## config.mk

```make
export PLATFORM = sky130hd
export DESIGN_NAME = fir_input_arbiter_flat
export DESIGN_NICKNAME = d
export VERILOG_FILES = /design/src/rtl/fir_input_arbiter_if.sv /design/src/rtl/fir_input_arbiter.sv /design/src/flat_wrapper.sv
export SDC_FILE = /design/constraint.sdc
export NUM_CORES = 1
export LEC_CHECK = 0
export CAP_MARGIN = 20
export CELL_PAD_IN_SITES_DETAIL_PLACEMENT = 1
export CELL_PAD_IN_SITES_GLOBAL_PLACEMENT = 1
export CORE_MARGIN = 10
export CORE_UTILIZATION = 30
export CTS_BUF_LIST = sky130_fd_sc_hd__clkbuf_8
export CTS_CLUSTER_SIZE = 40
export DETAILED_ROUTE_END_ITERATION = 6
export HOLD_SLACK_MARGIN = 0.08
export PLACE_DENSITY = 0.87
export SYNTH_ARGS = -nofsm -noshare
export SYNTH_HDL_FRONTEND = slang
export SYNTH_SLANG_ARGS = --single-unit
export TNS_END_PERCENT = 10
```

## constraint.sdc

```tcl
create_clock -name clk -period 2.8 [get_ports clk]
set_input_delay 0.28 -clock clk [delete_from_list [all_inputs] [get_ports clk]]
set_output_delay 0.28 -clock clk [all_outputs]
set_load 0.005 [all_outputs]
```

## src/rtl/fir_input_arbiter_if.sv

```systemverilog
// Bundle of the N requester streams and the merged FIR input stream.
// The arbiter attaches to the slave modport; the feeding/consuming side uses master.
interface fir_input_arbiter_if #(
    parameter int unsigned WIDTH = 32,
    parameter int unsigned N_LOG = 2
);
    localparam int unsigned N = 2 ** N_LOG;

    logic [N-1:0]       s_axis_tvalid;
    logic [N-1:0]       s_axis_tready;
    logic [N*WIDTH-1:0] s_axis_tdata;
    logic               m_axis_tvalid;
    logic               m_axis_tready;
    logic [WIDTH-1:0]   m_axis_tdata;
    logic [N_LOG-1:0]   m_axis_tid;

    modport master (
        output s_axis_tvalid, s_axis_tdata, m_axis_tready,
        input  s_axis_tready, m_axis_tvalid, m_axis_tdata, m_axis_tid
    );

    modport slave (
        input  s_axis_tvalid, s_axis_tdata, m_axis_tready,
        output s_axis_tready, m_axis_tvalid, m_axis_tdata, m_axis_tid
    );
endinterface

```

## src/rtl/fir_input_arbiter.sv

```systemverilog
// Round-robin burst arbiter merging N upstream FIFOs into one registered FIR input stream.
// A grant lasts up to BURST beats or until the granted requester drops valid.
module fir_input_arbiter #(
    parameter int unsigned WIDTH     = 32,
    parameter int unsigned N_LOG     = 2,
    parameter int unsigned BURST_LOG = 3
) (
    input logic                 clk,
    input logic                 rst,
    fir_input_arbiter_if.slave  bus
);
    localparam int unsigned N     = 2 ** N_LOG;
    localparam int unsigned BURST = 2 ** BURST_LOG;

    typedef enum logic {IDLE, GRANT} state_t;

    state_t               state;
    logic [N_LOG-1:0]     g;
    logic [N_LOG-1:0]     last;
    logic [BURST_LOG-1:0] cnt;
    logic                 m_valid;
    logic [WIDTH-1:0]     m_data;
    logic [N_LOG-1:0]     m_tid;

    logic [WIDTH-1:0]     lane [N];
    logic [N_LOG-1:0]     pick;
    logic [N_LOG-1:0]     cand;
    logic                 pick_vld;
    logic                 ready_c;
    logic                 xfer_c;
    logic                 last_beat_c;

    // Unpack the flat requester data bus into lanes.
    always_comb begin
        for (int i = 0; i < N; i++) begin
            lane[i] = bus.s_axis_tdata[i*WIDTH +: WIDTH];
        end
    end

    // Round-robin search starting after last; scanning far-to-near lets the nearest valid win.
    always_comb begin
        pick     = '0;
        cand     = '0;
        pick_vld = 1'b0;
        for (int k = N; k >= 1; k--) begin
            cand = last + N_LOG'(k);
            if (bus.s_axis_tvalid[cand]) begin
                pick     = cand;
                pick_vld = 1'b1;
            end
        end
    end

    assign ready_c     = (state == GRANT) && (!m_valid || bus.m_axis_tready);
    assign xfer_c      = ready_c && bus.s_axis_tvalid[g];
    assign last_beat_c = (cnt == BURST_LOG'(BURST - 1));

    assign bus.s_axis_tready = ready_c ? (N'(1) << g) : '0;
    assign bus.m_axis_tvalid = m_valid;
    assign bus.m_axis_tdata  = m_data;
    assign bus.m_axis_tid    = m_tid;

    // Arbitration FSM and the single output register stage.
    always_ff @(posedge clk or posedge rst) begin
        if (rst) begin
            state   <= IDLE;
            g       <= '0;
            last    <= N_LOG'(N - 1);
            cnt     <= '0;
            m_valid <= 1'b0;
            m_data  <= '0;
            m_tid   <= '0;
        end else begin
            if (xfer_c) begin
                m_data  <= lane[g];
                m_tid   <= g;
                m_valid <= 1'b1;
                cnt     <= cnt + BURST_LOG'(1);
            end else if (bus.m_axis_tready) begin
                m_valid <= 1'b0;
            end

            case (state)
                IDLE: begin
                    if (pick_vld) begin
                        g     <= pick;
                        cnt   <= '0;
                        state <= GRANT;
                    end
                end
                GRANT: begin
                    // Downstream stalls never release; only a full burst or a dropped valid does.
                    if (!bus.s_axis_tvalid[g] || (xfer_c && last_beat_c)) begin
                        state <= IDLE;
                        last  <= g;
                    end
                end
                default: state <= IDLE;
            endcase
        end
    end
endmodule

```

## src/flat_wrapper.sv

```systemverilog
// flat-port wrapper written by rule: the top's interface ports become plain ports
module fir_input_arbiter_flat 
#(
    parameter int unsigned WIDTH     = 32,
    parameter int unsigned N_LOG     = 2,
    parameter int unsigned BURST_LOG = 3
)
  (clk, rst, bus_s_axis_tvalid, bus_s_axis_tdata, bus_m_axis_tready, bus_s_axis_tready, bus_m_axis_tvalid, bus_m_axis_tdata, bus_m_axis_tid);
  fir_input_arbiter_if #(.WIDTH(WIDTH), .N_LOG(N_LOG)) bus_i ();
  input logic clk;
  input logic rst;
  input wire logic [$bits(bus_i.s_axis_tvalid)-1:0] bus_s_axis_tvalid;
  input wire logic [$bits(bus_i.s_axis_tdata)-1:0] bus_s_axis_tdata;
  input wire logic [$bits(bus_i.m_axis_tready)-1:0] bus_m_axis_tready;
  output wire logic [$bits(bus_i.s_axis_tready)-1:0] bus_s_axis_tready;
  output wire logic [$bits(bus_i.m_axis_tvalid)-1:0] bus_m_axis_tvalid;
  output wire logic [$bits(bus_i.m_axis_tdata)-1:0] bus_m_axis_tdata;
  output wire logic [$bits(bus_i.m_axis_tid)-1:0] bus_m_axis_tid;
  assign bus_i.s_axis_tvalid = bus_s_axis_tvalid;
  assign bus_i.s_axis_tdata = bus_s_axis_tdata;
  assign bus_i.m_axis_tready = bus_m_axis_tready;
  assign bus_s_axis_tready = bus_i.s_axis_tready;
  assign bus_m_axis_tvalid = bus_i.m_axis_tvalid;
  assign bus_m_axis_tdata = bus_i.m_axis_tdata;
  assign bus_m_axis_tid = bus_i.m_axis_tid;
  fir_input_arbiter #(.WIDTH(WIDTH), .N_LOG(N_LOG), .BURST_LOG(BURST_LOG)) u_core (.clk(clk), .rst(rst), .bus(bus_i));
endmodule
```

==> results.cfg, run 1 <==
[synth]
synth_area_per_cell_sq_um = 14.71
syn_nets = 320
ys_types = 34
yosysSeqAreaShare_pct = 40.07
synth_cells = 183
async_reset_ff_share_pct = 100.0
synth-edff-count = 0
synth_seq_cells = 43
yosys_most_used_dff = dfrtp_1
synth_area_sq_um = 2691
synth_top_cells_by_area = dfrtp_1, mux4_2, mux2_1
yosysTopAreaCellShare_pct = 38.12
synth_largest_area_cell = dfrtp_1
ys_warn_count = 0

[global_routing]
grt_pass1_wl_mm = 16.13
grt_usage_pct = 15.84
grt_antenna_before_repair = 1
grt_max_degree = 40
grt_pass1_vias = 2677
grt_overflow_total = 0

[placement]
place_congestion = 0.7991
dp_cells = 453
dp_hpwl_mm = 9.072
portBuffers = 173

[floorplan]
die_h_um = 114.7
dieArea_sq_um = 13160
dieWidth_um = 114.7
core_sq_um = 8721
io-pin-count = 174
floorplan.initialDensity_pct = 30.86
rows = 34

[hold_path]
hold_class = primary input to async pin

[setup_path]
reg2reg_slack_ns = 0.78
cp.arrival_ns = 1.98
crit_type = register to primary output
cp-end-kind = primary output
start_kind = register
crit_fanout = 20
cp_data_required_time_ns = 2.52

[clock_tree]
path_clk_slew_ns = 0.09
cts_tree = done
cts-buffers-inserted = 5
cts.sinks = 43
cts_resized = 0
htreeDepth = 2
cts_setup_buffers = 0
clockBufferDepth = 2
cts-hold-fix-buffers = 0
ctsRootBufferMaster = clkbuf_8
insertion_delay_ns = 0.29

[routing]
dr.pass1.iters = 3
vias = 2364
wl_per_cell_um = 23.54
drt_wl_total_mm = 10.85
drc = 0
detail-route-antenna-nets = 0
vias_per_cell = 5.128
drt_iter0_drc = 87

[power_and_ir_drop]
ir_drop_v = 0.0004255
p_leak_nw = 1.784
p_total_mw = 4.114
power.density_nw_per_um2 = 886.2

[sta]
timing.final.hold_violations = 0
slew_viol_final = 0
max_freq_mhz = 441.6
timing.slew.headroom_pct = 58.43
period_minus_slack_ns = 2.264
rsz0062_at_grt = no
finalSetupViolations = 0
final.setup_skew_ns = 0.008672
worstMarginPinSlew_ns = 0.6235
fin_crit_sh_pct = 80.87
tns_ns = 0

[final_layout]
syn2layout_area_growth_pct = 72.48
diodes = 0
final_nets = 489
final_common_cell = clkdlybuf4s50_1
final_cell_mix = clkdlybuf4s50_1, dfrtp_1, mux4_2
layout-drive-gt1-share_pct = 15.30
finalNonFillerCells = 461

[job]
cap_violations = 0

[run_status]
status = finished clean
## cell usage after synthesis, types with 4 or more instances
| cell | n |
|---|---|
| mux2i_1 | 4 |
| mux2_2 | 5 |
| mux4_2 | 32 |
| buf_6 | 4 |
| buf_2 | 6 |
| dfrtp_1 | 41 |
| nand2_1 | 5 |
| clkbuf_1 | 5 |
| inv_1 | 4 |
| nand2b_1 | 4 |
| nor2_1 | 4 |
| o21ai_0 | 10 |
| mux2_1 | 30 |
## final timing paths
kind                                              start                                       to  cells past startpoint
worst max-delay path             u_core.state$_DFF_PP0_                     bus_s_axis_tready[0]                      3
worst max register to register  u_core.g[1]$_DFFE_PP0P_  u_core.bus.m_axis_tdata[18]$_DFFE_PP0P_                      3
max in group asynchronous                           rst  u_core.bus.m_axis_tdata[26]$_DFFE_PP0P_                      3
min in group clk                u_core.cnt[0]$_DFF_PP0_                  u_core.cnt[0]$_DFF_PP0_                      1
worst min register to register  u_core.cnt[0]$_DFF_PP0_                  u_core.cnt[0]$_DFF_PP0_                      1
worst min-delay path                                rst  u_core.bus.m_axis_tdata[14]$_DFFE_PP0P_                      2
## stage by stage
step	setup WS [ns]	cell area [sq um]	hold slack, ns	util [%]
2_1_floorplan	0.9964	2691	0.4453	-
3_3_place_gp	0.4591	4509	0.4644	51.71
3_5_place_dp	0.3891	4509	0.4745	51.71
4_1_cts	0.5237	4642	0.3224	53.23
5_1_grt	0.3561	4642	0.3344	53.23
6_report	0.5355	4642	0.3111	53.23
## power by group
group / switching, mW / total (mW) / internal (mW)
combinational: 0.880 / 2.33 / 1.45
sequential: 0.261 / 1.22 / 0.954
clock: 0.214 / 0.567 / 0.353
## cell families after synthesis
kind of cell             after synthesis  share of synthesized area (%)
flip-flops                            43                          40.07
buffers and inverters                 19                          4.044
AO/OA/AOI/OAI                         23                          6.044
adder cells (fa/ha/maj)                2                         0.9297
multiplexers                          72                          43.89
AND/OR/NAND/NOR                       24                          5.021
## metal layers
metal | share of wire (%) | track usage [%]
met1 | 38 | 17.40
met2 | 56 | 30.16
met3 | 6.5 | 4.140
met4 | 0.37 | 2.475
met5 | 0.12 | 0
## area by class of cell
cell class,instances,area [sq um]
clock buffers,5,68.82
clock inverters,3,63.81
fillers,876,4079
inverters,4,15.01
multi-input cells,121,1504
flip-flops and latches,43,1081
well taps,108,135.1
repair buffers,177,1774
## flip-flops by register name, summed over array words and instances, names as in the netlist
signal                    cells
u_core.state                  1
u_core.bus.m_axis_tdata      32
u_core.bus.m_axis_tid         2
u_core.cnt                    3
u_core.bus.m_axis_tvalid      1
u_core.g                      2
u_core.last                   2
## critical path, cell delays in order, from the launching register on
cell             delay, ns
dfrtp_1               0.75
nand2b_1              0.23
nor3_1                0.19
clkdlybuf4s50_1       0.54
(Power assumes the default switching activity.)
==> run 2: changes to the inputs <==
- CORE_UTILIZATION: 30 -> 28
- PLACE_DENSITY: 0.87 -> 0.82
- clock period: 2.8 -> 2.2 ns (I/O delays scaled with it)
==> results.cfg, run 2 (synthesized netlist as in run 1, its figures left out) <==
[floorplan]
dieWidth_um = 118.0
rows = 35
floorplan.initialDensity_pct = 28.99
die_h_um = 118.0
dieArea_sq_um = 13930
io-pin-count = 174
core_sq_um = 9284

[routing]
vias_per_cell = 4.898
drc = 0
wl_per_cell_um = 21.62
drt_iter0_drc = 54
dr.pass1.iters = 4
detail-route-antenna-nets = 0
vias = 2410
drt_wl_total_mm = 10.64

[global_routing]
grt_antenna_before_repair = 0
grt_pass1_vias = 2806
grt_max_degree = 35
grt_usage_pct = 15.06
grt_pass1_wl_mm = 16.75
grt_overflow_total = 0

[placement]
dp_hpwl_mm = 9.093
portBuffers = 173
place_congestion = 0.8134

[power_and_ir_drop]
power.density_nw_per_um2 = 1084
ir_drop_v = 0.0006133
p_leak_nw = 1.817

[setup_path]
reg2reg_slack_ns = 0.39
cp.arrival_ns = 1.77
start_kind = register
cp-end-kind = primary output
cp_data_required_time_ns = 1.98
crit_start = u_core.g[0]$_DFFE_PP0P_
timing.rr.start = u_core.g[0]$_DFFE_PP0P_
r2r_cells = 4
endpoint = bus_s_axis_tready[1]
crit_type = register to primary output
worstReg2RegEnd = u_core.bus.m_axis_tdata[8]$_DFFE_PP0P_
crit_fanout = 21

[final_layout]
largest_reg_flops = 32
final_common_cell = clkdlybuf4s50_1
layout-drive-gt1-share_pct = 17.63
syn2layout_area_growth_pct = 75.41
final_nets = 499
final_util_pct = 50.85
final_cell_mix = clkdlybuf4s50_1, dfrtp_1, mux4_2
diodes = 0

[clock_tree]
ctsRootBufferMaster = clkbuf_8
insertion_delay_ns = 0.29
cts_tree = done
cts-buffers-inserted = 5
cts_resized = 0
cts.sinks = 43
cts_setup_buffers = 0
path_clk_slew_ns = 0.08
clockBufferDepth = 2
cts-hold-fix-buffers = 0
htreeDepth = 2

[sta]
timing.slew.headroom_pct = 69.24
slew_viol_final = 0
tns_ns = 0
fin_crit_sh_pct = 90.41
timing.final.hold_violations = 0
finalSetupViolations = 0
max_freq_mhz = 502.7
worstMarginPinSlew_ns = 0.4608
rsz0062_at_grt = no
final.setup_skew_ns = 0.008495
period_minus_slack_ns = 1.989

[hold_path]
hold_class = primary input to async pin

[job]
cap_violations = 0

[run_status]
status = finished clean
run 2: report_power, final:
group / internal (mW) / switching [mW]
sequential: 1.22 / 0.273
combinational: 1.94 / 1.21
clock: 0.217 / 0.263
run 2: through the flow:
stage               area (sq um)  power [mW]  hold slack [ns]  worst slack, ns  instances
floorplan                   2691       3.186           0.4453           0.3964        183
global placement            4636       4.599           0.4615           0.2321        484
detailed placement          4636       4.731           0.4837           0.1958        484
CTS                         4721       5.223           0.2793           0.1588        492
global route                4721       5.494           0.3053          0.09311        492
finish                      4721       5.116           0.2637           0.2109        492
run 2: how the worst min path moves through the flow:
stage / startpoint / end / slack [ns]
detailed placement: u_core.bus.m_axis_tdata[20]$_DFFE_PP0P_ / u_core.bus.m_axis_tdata[20]$_DFFE_PP0P_ / 0.48
floorplan: u_core.cnt[0]$_DFF_PP0_ / u_core.cnt[0]$_DFF_PP0_ / 0.45
global placement: u_core.cnt[0]$_DFF_PP0_ / u_core.cnt[0]$_DFF_PP0_ / 0.46
finish: rst / u_core.bus.m_axis_tdata[24]$_DFFE_PP0P_ / 0.26
CTS: rst / u_core.bus.m_axis_tdata[18]$_DFFE_PP0P_ / 0.28
global route: rst / u_core.bus.m_axis_tdata[24]$_DFFE_PP0P_ / 0.31
run 2: layer usage:
metal | global-route usage (%) | part of all wire, %
met1 | 16.55 | 38
met2 | 28.22 | 55
met3 | 4.173 | 6.0
met4 | 2.705 | 0.93
met5 | 0 | 0
run 2: final cells by class:
| cell class | instances | area (sq um) |
|---|---|---|
| Tap cell | 129 | 161.4 |
| Timing Repair Buffer | 187 | 1874 |
| Sequential cell | 43 | 1081 |
| Clock buffer | 5 | 68.82 |
| Fill cell | 965 | 4563 |
| Multi-Input combinational cell | 121 | 1504 |
| Clock inverter | 3 | 16.27 |
| Inverter | 4 | 15.01 |
run 2: worst max-delay path: stages (launching register included):
cell             delay [ns]
dfrtp_2                0.43
buf_12                 0.21
inv_1                  0.12
nor3_1                 0.20
clkdlybuf4s50_1        0.53
